`src/rtl/serial_adder_ctrl.sv`:
```
// serial_adder_ctrl
//   Bit-serial add/subtract controller. One full-adder cell is reused for
//   every bit position, LSB first, with the carry held in a flop between
//   bits. A start/busy/done handshake frames each WIDTH-bit operation.
//
// Ports
//   clk      : clock, all state updates on the rising edge
//   reset    : synchronous, active-high reset
//   start    : request an operation (sampled in IDLE only)
//   sub      : 0 -> a+b+cin, 1 -> a-b (cin ignored)
//   a, b     : operands, latched on an accepted start
//   cin      : carry-in for add, latched on an accepted start
//   busy     : high while bits are processed (RUN)
//   done     : one-cycle pulse when the result becomes valid
//   sum      : result register
//   cout     : carry out of the MSB (for sub, 1 = no borrow)
//   overflow : signed overflow (carry into MSB XOR carry out of MSB)

// Single-bit full adder cell shared by the serial datapath.
module fulladder (
  input  logic a,
  input  logic b,
  input  logic ci,
  output logic s,
  output logic co
);
  assign s  = a ^ b ^ ci;
  assign co = (a & b) | (ci & (a ^ b));
endmodule

module serial_adder_ctrl #(
  parameter int WIDTH = 16
) (
  input  logic             clk,
  input  logic             reset,
  input  logic             start,
  input  logic             sub,
  input  logic [WIDTH-1:0] a,
  input  logic [WIDTH-1:0] b,
  input  logic             cin,
  output logic             busy,
  output logic             done,
  output logic [WIDTH-1:0] sum,
  output logic             cout,
  output logic             overflow
);

  localparam int CW = $clog2(WIDTH + 1);
  localparam logic [CW-1:0] LAST = CW'(WIDTH - 1);

  localparam logic [1:0] IDLE = 2'd0;
  localparam logic [1:0] RUN  = 2'd1;
  localparam logic [1:0] DONE = 2'd2;

  logic [1:0]       state;
  logic [WIDTH-1:0] a_sh;
  logic [WIDTH-1:0] b_sh;
  logic [WIDTH-1:0] r_sh;
  logic             carry;
  logic [CW-1:0]    count;
  logic             fa_sum;
  logic             fa_cout;
  logic [WIDTH-1:0] r_next;

  fulladder u_fa (
    .a  (a_sh[0]),
    .b  (b_sh[0]),
    .ci (carry),
    .s  (fa_sum),
    .co (fa_cout)
  );

  // Result shift register input: new bit enters at the MSB, older bits move
  // toward the LSB so that after WIDTH shifts bit 0 sits at position 0.
  generate
    if (WIDTH == 1) begin : g_w1
      assign r_next = fa_sum;
    end else begin : g_wn
      assign r_next = {fa_sum, r_sh[WIDTH-1:1]};
    end
  endgenerate

  assign busy = (state == RUN);
  assign done = (state == DONE);

  // Control FSM, serial datapath and result registers.
  always_ff @(posedge clk) begin
    if (reset) begin
      state    <= IDLE;
      a_sh     <= '0;
      b_sh     <= '0;
      r_sh     <= '0;
      carry    <= 1'b0;
      count    <= '0;
      sum      <= '0;
      cout     <= 1'b0;
      overflow <= 1'b0;
    end else begin
      case (state)
        IDLE: begin
          if (start) begin
            a_sh  <= a;
            // Subtraction is a + ~b + 1.
            b_sh  <= sub ? ~b : b;
            carry <= sub ? 1'b1 : cin;
            count <= '0;
            state <= RUN;
          end else begin
            state <= IDLE;
          end
        end
        RUN: begin
          r_sh  <= r_next;
          a_sh  <= a_sh >> 1;
          b_sh  <= b_sh >> 1;
          carry <= fa_cout;
          count <= count + CW'(1);
          if (count == LAST) begin
            sum      <= r_next;
            cout     <= fa_cout;
            // carry still holds the carry into the MSB on this edge.
            overflow <= carry ^ fa_cout;
            state    <= DONE;
          end else begin
            state <= RUN;
          end
        end
        DONE: begin
          state <= IDLE;
        end
        default: begin
          state <= IDLE;
        end
      endcase
    end
  end

endmodule
```
`config.mk`:
```
export PLATFORM = sky130hd
export DESIGN_NAME = serial_adder_ctrl
export DESIGN_NICKNAME = d
export VERILOG_FILES = /design/src/rtl/serial_adder_ctrl.sv
export SDC_FILE = /design/constraint.sdc
export NUM_CORES = 1
export LEC_CHECK = 0
export ABC_AREA = 1
export CORE_ASPECT_RATIO = 0.75
export CORE_MARGIN = 3
export CORE_UTILIZATION = 43
export DETAILED_ROUTE_END_ITERATION = 6
export PLACE_DENSITY = 0.67
export SLEW_MARGIN = 40
export SYNTH_ARGS = -nofsm -noshare
export SYNTH_HDL_FRONTEND = slang
export SYNTH_SLANG_ARGS = --single-unit
```
`constraint.sdc`:
```
create_clock -name clk -period 3.5 [get_ports clk]
set_input_delay 0.525 -clock clk [delete_from_list [all_inputs] [get_ports clk]]
set_output_delay 0.525 -clock clk [all_outputs]
set_load 0.05 [all_outputs]
```
==> impl_results.md, run 1 <==
- Num CTS Buffers: 9
- Crit Path Max Fanout: 5
- Postcts setup bufs: 0
- Leakage: 0.00198 uW
- Nets: around 590
- Type of the worst setup path: flip-flop to primary output
- Synth Area in Compound Gates: 0.0945
- Vias/cell: 4.62
- Non-filler cells, final: 657
- Hold wc startpoint: b_sh[15]
- Placed insts: 641
- FF+latch area: ~1500 um2
- Most used DFF post-synth: dfxtp_1
- Die X: 108 um
- First-pass GRT wire length: 12.0 mm
- Number of global-route vias before repair: 2656
- Tmin final: between 2 and 2.5 ns
- Seq cells post-synth: 73
- R2R Path Start: count[0]
- Synth Warn #: 0
- R2R cell count: 9
- Simple-Gate Fraction of Synth Area: 0.332
- Die Span Y: around 82 um
- CP delay by family, top: buffers and inverters
- Syn Nets: 545
- Fillers: 744
- Status: finished clean
- Core box area: ~7400 um2
- Pin count of the biggest net entering global routing: 54
- Max-cap violation count: 0
- Synth area leader: dfxtp_1
- Worst-path cell with the longest stage delay: clkdlybuf4s50_1
- Worst-path cell chain: nand2_2, inv_2, clkdlybuf4s50_1
- Worst slew pin tran: 0.603 ns
- Share of cells above drive strength 1: 0.0558
- Post-Syn Instances: about 510
- Power Density: 425 nW/um2
- CP Data Required Time: 2.97 ns
- Mean Syn Cell Area: 6.58 um2
- RSZ-0062 raised after global routing: false
- Max-Slew Margin vs Limit: 0.597
- Hold Crit Endpoint: b_sh[15]
- Die area: just under 9000 um2
- Hold slack: 0.468 ns
- 1st-iter DRT viols: about 170
- Synth cell count leaders: 175 x nand2_1, 73 x dfxtp_1, 68 x nor2_1, 58 x inv_1, 33 x o21ai_1
- Count leader, synth: nand2_1
- Worst skew pair latency: 0.35 ns
- Post-DRT Antenna Nets: 0
- Setup Skew: 0.00844 ns
- Final period utilization: 0.660
- GP Congestion: 0.747
- Routed Wire Length: 7.22 mm
- First-pass DRT Iterations: 4
- CTS Hold Bufs: 0
- Global-route usage over all layers: 0.170
- Clk pin slew, worst setup/hold paths: 0.07 ns
- Sink Count: 73
- Avg WL per Cell: 11.0 um
- R2R Setup Slk: 1.38 ns
- Synth Cell Area: about 3300 um2
- IO Port Bufs: 56
- Initial antenna violation count: 0
- Drc violations: 0
- # diodes: 0
- H-tree depth: 3
- CP arrival: 1.78 ns
- Synth Area in XOR/XNOR: 0.00527
- Slew Viols, Final: 0
- Comb power frac: 0.146
- Row count: 27
- Number of synthesized flops with an enable pin: 0
- Fin worst setup slack: around 1.2 ns
- Final hold violation count: 0
- Final setup fails: 0
- Seq pwr share: 0.519
- Maximum VDD drop: 192 uV
- Top cell type's share of synthesized area: 0.440
- Asr flop ratio synth: 0
- Biggest cell delay along the critical path: approximately 0.8 ns
- Ports: 57
- Hold depth: 2
- Buffers and inverters on the worst path: 2
- Crit Reg-Reg Endpoint: sum[12]
- Sw Pwr: 480 uW
- Sequential cell area fraction in the yosys report: 0.440
- Setup TNS: 0 ns
- Vias: 3036
- Total gr overflow: 0
- Post-CTS sizing: 0
- Layout area overhead: 23.0%
- Worst path depth: 3
- Post-Place Worst Slack: 1.32 ns
- Clock power share: 0.335
- CTS max path bufs: 2
- Power Internal: 1260 uW
- Switching part of the total: 0.277
- DPL Wire Length: slightly below 5 mm
- Clock root cell: clkbuf_8
- Multiplexer share of the synthesized area: 0
- Type of origin of the critical path: flip-flop
- Adder-Cell Fraction of Synth Area: 0.0136
- Worst Setup End Kind: primary output
- Synth unique cells: 27
- CTS tree: yes
- Worst Hold Class: flip-flop to flip-flop
- Multi-input gate area: 1490 um2
- Starting density of the core: 0.447
- Largest family of logic cells by synthesized area: simple AND/OR/NAND/NOR gates
- Fmax: 0.433 GHz
- Synth area leaders: dfxtp_1 44%, nand2_1 20%, nor2_1 7.7%
## layout make-up
cell class                 count  area share
clock buffer                  11      0.0346
clock inverter                 5     0.00765
inverter                      64      0.0588
multi-input combinational    342       0.364
sequential                    73       0.358
tap                          101      0.0309
timing repair buffer          61       0.146
## tightest hold or removal path, delay by kind of cell (launching register included)
family	cells	cell delay [ns]
DFF	1	0.31
and+or+nand+nor	1	0.06
AOI/OAI and AO/OA	1	0.06
## sequential cells by signal (all words and copies together) (netlist names)
name	count
count	5
b_sh	16
carry	1
r_sh	15
overflow	1
cout	1
a_sh	16
state	2
sum	16
## layer usage
layer,vias up,routed length (um),part of all wire,global-route usage
met5,-,0,0,0
met4,0,95,0.013,0.0454
met3,8,404,0.056,0.0567
met2,69,3180,0.44,0.273
met1,1334,3540,0.49,0.222
li1,1625,-,-,-
## worst max-delay path by stage
stage                     startpoint        to  slack, ns
after detailed placement       reset  r_sh[12]       1.32
after global placement         reset   sum[14]       1.35
after global routing        state[1]      done       1.11
final                       state[0]      busy       1.19
after CTS                   state[0]      busy       1.18
after floorplan             state[1]      done       1.88
## power groups by stage
| stage | Clock [uW] | Combinational (uW) | Sequential, uW |
|---|---|---|---|
| 2_1_floorplan | 0 | 180 | 914 |
| 3_3_place_gp | 0 | 248 | 919 |
| 3_5_place_dp | 0 | 253 | 920 |
| 4_1_cts | 596 | 256 | 901 |
| 5_1_grt | 637 | 291 | 906 |
| 6_report | 582 | 253 | 901 |
## placed cells by master (no fill, tap or decap), types with 7 or more instances in the layout
cell type and n:
nand2_1 175, dfxtp_1 73, nor2_1 68, inv_1 58, clkdlybuf4s50_1 56, o21ai_1 33
nand3_1 28, a21oi_1 12, clkbuf_8 10, o21ai_0 7
## through the flow
step | utilization | power (uW) | area [um2]
floorplan | - | 1090 | 3320
global placement | 0.527 | 1170 | 3920
detailed placement | 0.527 | 1170 | 3920
CTS | 0.550 | 1750 | 4090
global route | 0.550 | 1830 | 4090
finish | 0.550 | 1740 | 4090
## cells by family (layout without fill, tap and decap cells)
logic type / after synthesis / in the layout
simple gates: 278 / 278
buf+inv: 90 / 141
flops: 73 / 73
compound gates: 59 / 59
fa+ha+maj: 3 / 3
xor+xnor: 2 / 2
No activity file was read; power rests on OpenSTA's default activity.
==> inputs of run 2 (changes only) <==
Settings changed: PLACE_DENSITY 0.67 to 0.7.
Clock period 3.5 ns to 1.85 ns, I/O delays scaled along.
==> run 2 against run 1 <==
Non-clock buffer count up 8. Final area grew 4.4%. Clock skew grew 0.0020 ns. Utilization up 2.4 points. First-iteration DRC count is 7.0% higher. Combinational power rose by 100%. Critical path type unchanged. Largest cell class unchanged.
==> impl_results.md, run 2 (same netlist as run 1, synthesis figures left out) <==
- Post-CTS sizing: 1
- Commonest non-fill, non-tap cell in the layout: nand2_1
- Vias/cell: 4.64
- # diodes: 0
- Starting density of the core: 0.447
- Biggest cell delay along the critical path: ~0.8 ns
- Core box area: 7430 um2
- Worst path depth: 1
- CP arrival: 1.52 ns
- Initial antenna violation count: 0
- Final hold violation count: 0
- Placed insts: 649
- Fmax: 0.557 GHz
- CP startpoint: cout
- Fin worst setup slack: 0.0553 ns
- Die area: 8830 um2
- Crit Path Max Fanout: 2
- Post-Place Worst Slack: 0.136 ns
- Setup TNS: 0 ns
- Final setup fails: 0
- Setup Skew: 0.0105 ns
- Sw Pwr: 969 uW
- Worst Setup End Kind: primary output
- Vias: between 3000 and 4000
- Crit Reg-Reg Endpoint: sum[11]
- Power Density: 880 nW/um2
- Avg WL per Cell: about 11 um
- R2R cell count: 9
- Tmin final: 1.79 ns
- Power, Total: 3760 uW
- Die Span Y: 82.1 um
- GP Congestion: 0.745
- Row count: 27
- Biggest regs: a_sh: 16 flops, b_sh: 16 flops, sum: 16 flops
- IO Port Bufs: 56
- CP Capture Point: cout
- Global-route usage over all layers: 0.174
- Worst skew pair latency: between 0.3 and 0.4 ns
- CP Data Required Time: 1.57 ns
- Final period utilization: 0.970
- Sink Count: 73
- CTS max path bufs: 2
- Type of origin of the critical path: flip-flop
- Drc violations: 0
- Share of cells above drive strength 1: 0.0745
- First-pass GRT wire length: between 10 and 15 mm
- Worst slew pin tran: 0.514 ns
- H-tree depth: 3
- Switching part of the total: 0.258
- Status: finished clean
- Num CTS Buffers: 9
- R2R Setup Slk: 0.20 ns
- Seq pwr share: 0.454
- Hold wc startpoint: count[4]
- Number of global-route vias before repair: ~2800
- RSZ-0062 raised after global routing: false
- Slew Viols, Final: 0
- Fillers: 685
- Pin count of the biggest net entering global routing: 54
- Power Internal: 2790 uW
- 1st-iter DRT viols: 183
- Clk pin slew, worst setup/hold paths: 0.08 ns
- Worst-path cell with the longest stage delay: clkdlybuf4s50_1
- Clock root cell: clkbuf_8
- DPL Wire Length: 5.05 mm
- Leakage: 0.00212 uW
- Maximum VDD drop: 486 uV
- Clock power share: 0.411
- Total gr overflow: 0
- Comb power frac: 0.135
- Ports: 57
- Non-filler cells, final: ~670
- R2R Path Start: count[0]
- Worst-path cell chain: clkdlybuf4s50_1
- Type of the worst setup path: flip-flop to primary output
- First-pass DRT Iterations: 5
- Buffers and inverters on the worst path: 1
- Worst Hold Class: flip-flop to flip-flop
- Layout area overhead: 28.5%
- CTS Hold Bufs: 0
- Postcts setup bufs: 0
- Post-DRT Antenna Nets: 0
- Max-Slew Margin vs Limit: 0.656
- Max-cap violation count: 0
- CTS tree: yes
- Routed Wire Length: between 7 and 8 mm
- Most frequent cells in the layout: 175 x nand2_1, 73 x dfxtp_1, 68 x nor2_1, 58 x inv_1, 51 x clkdlybuf4s50_1
- Nets: 599
- CP delay by family, top: buffers and inverters
- Die X: 108 um
==> run 2: routing by layer <==
layer	wire [um]	GRT usage	part of all wire	up-vias
met2	3340	0.279	0.46	80
met5	0	0	0	-
li1	-	-	-	1653
met3	422	0.0482	0.058	14
met4	133	0.0631	0.018	0
met1	3430	0.226	0.47	1336
==> run 2: cell type report <==
cell class                 instances  area (um2)  area share
multi-input combinational        342        1490       0.349
sequential                        73        1460       0.342
timing repair buffer              69         698       0.164
inverter                          64         243      0.0569
clock inverter                     7         128      0.0299
tap                              101         126      0.0296
clock buffer                       9         124      0.0290
==> run 2: how the worst min path moves through the flow <==
stage | to | slack, ns | cells after the start
after floorplan | r_sh[1] | 0.36 | 1
after global placement | b_sh[15] | 0.45 | 2
after detailed placement | count[4] | 0.46 | 2
after CTS | count[4] | 0.47 | 2
after global routing | sum[14] | 0.50 | 2
final | count[4] | 0.47 | 2
==> run 2: power groups by stage <==
stage / clock network [uW] / logic, uW / registers (uW)
floorplan: 0 / 341 / 1730
global placement: 0 / 495 / 1740
detailed placement: 0 / 505 / 1740
CTS: 1570 / 511 / 1710
global route: 1660 / 576 / 1720
finish: 1550 / 507 / 1710
==> run 2: per-stage QoR <==
| stage | cell area (um2) | hold WS [ns] | utilization |
|---|---|---|---|
| after floorplan | 3320 | 0.356 | - |
| after global placement | 4010 | 0.455 | 0.539 |
| after detailed placement | 4010 | 0.459 | 0.539 |
| after CTS | 4260 | 0.471 | 0.573 |
| after global routing | 4270 | 0.504 | 0.574 |
| final | 4270 | 0.472 | 0.574 |
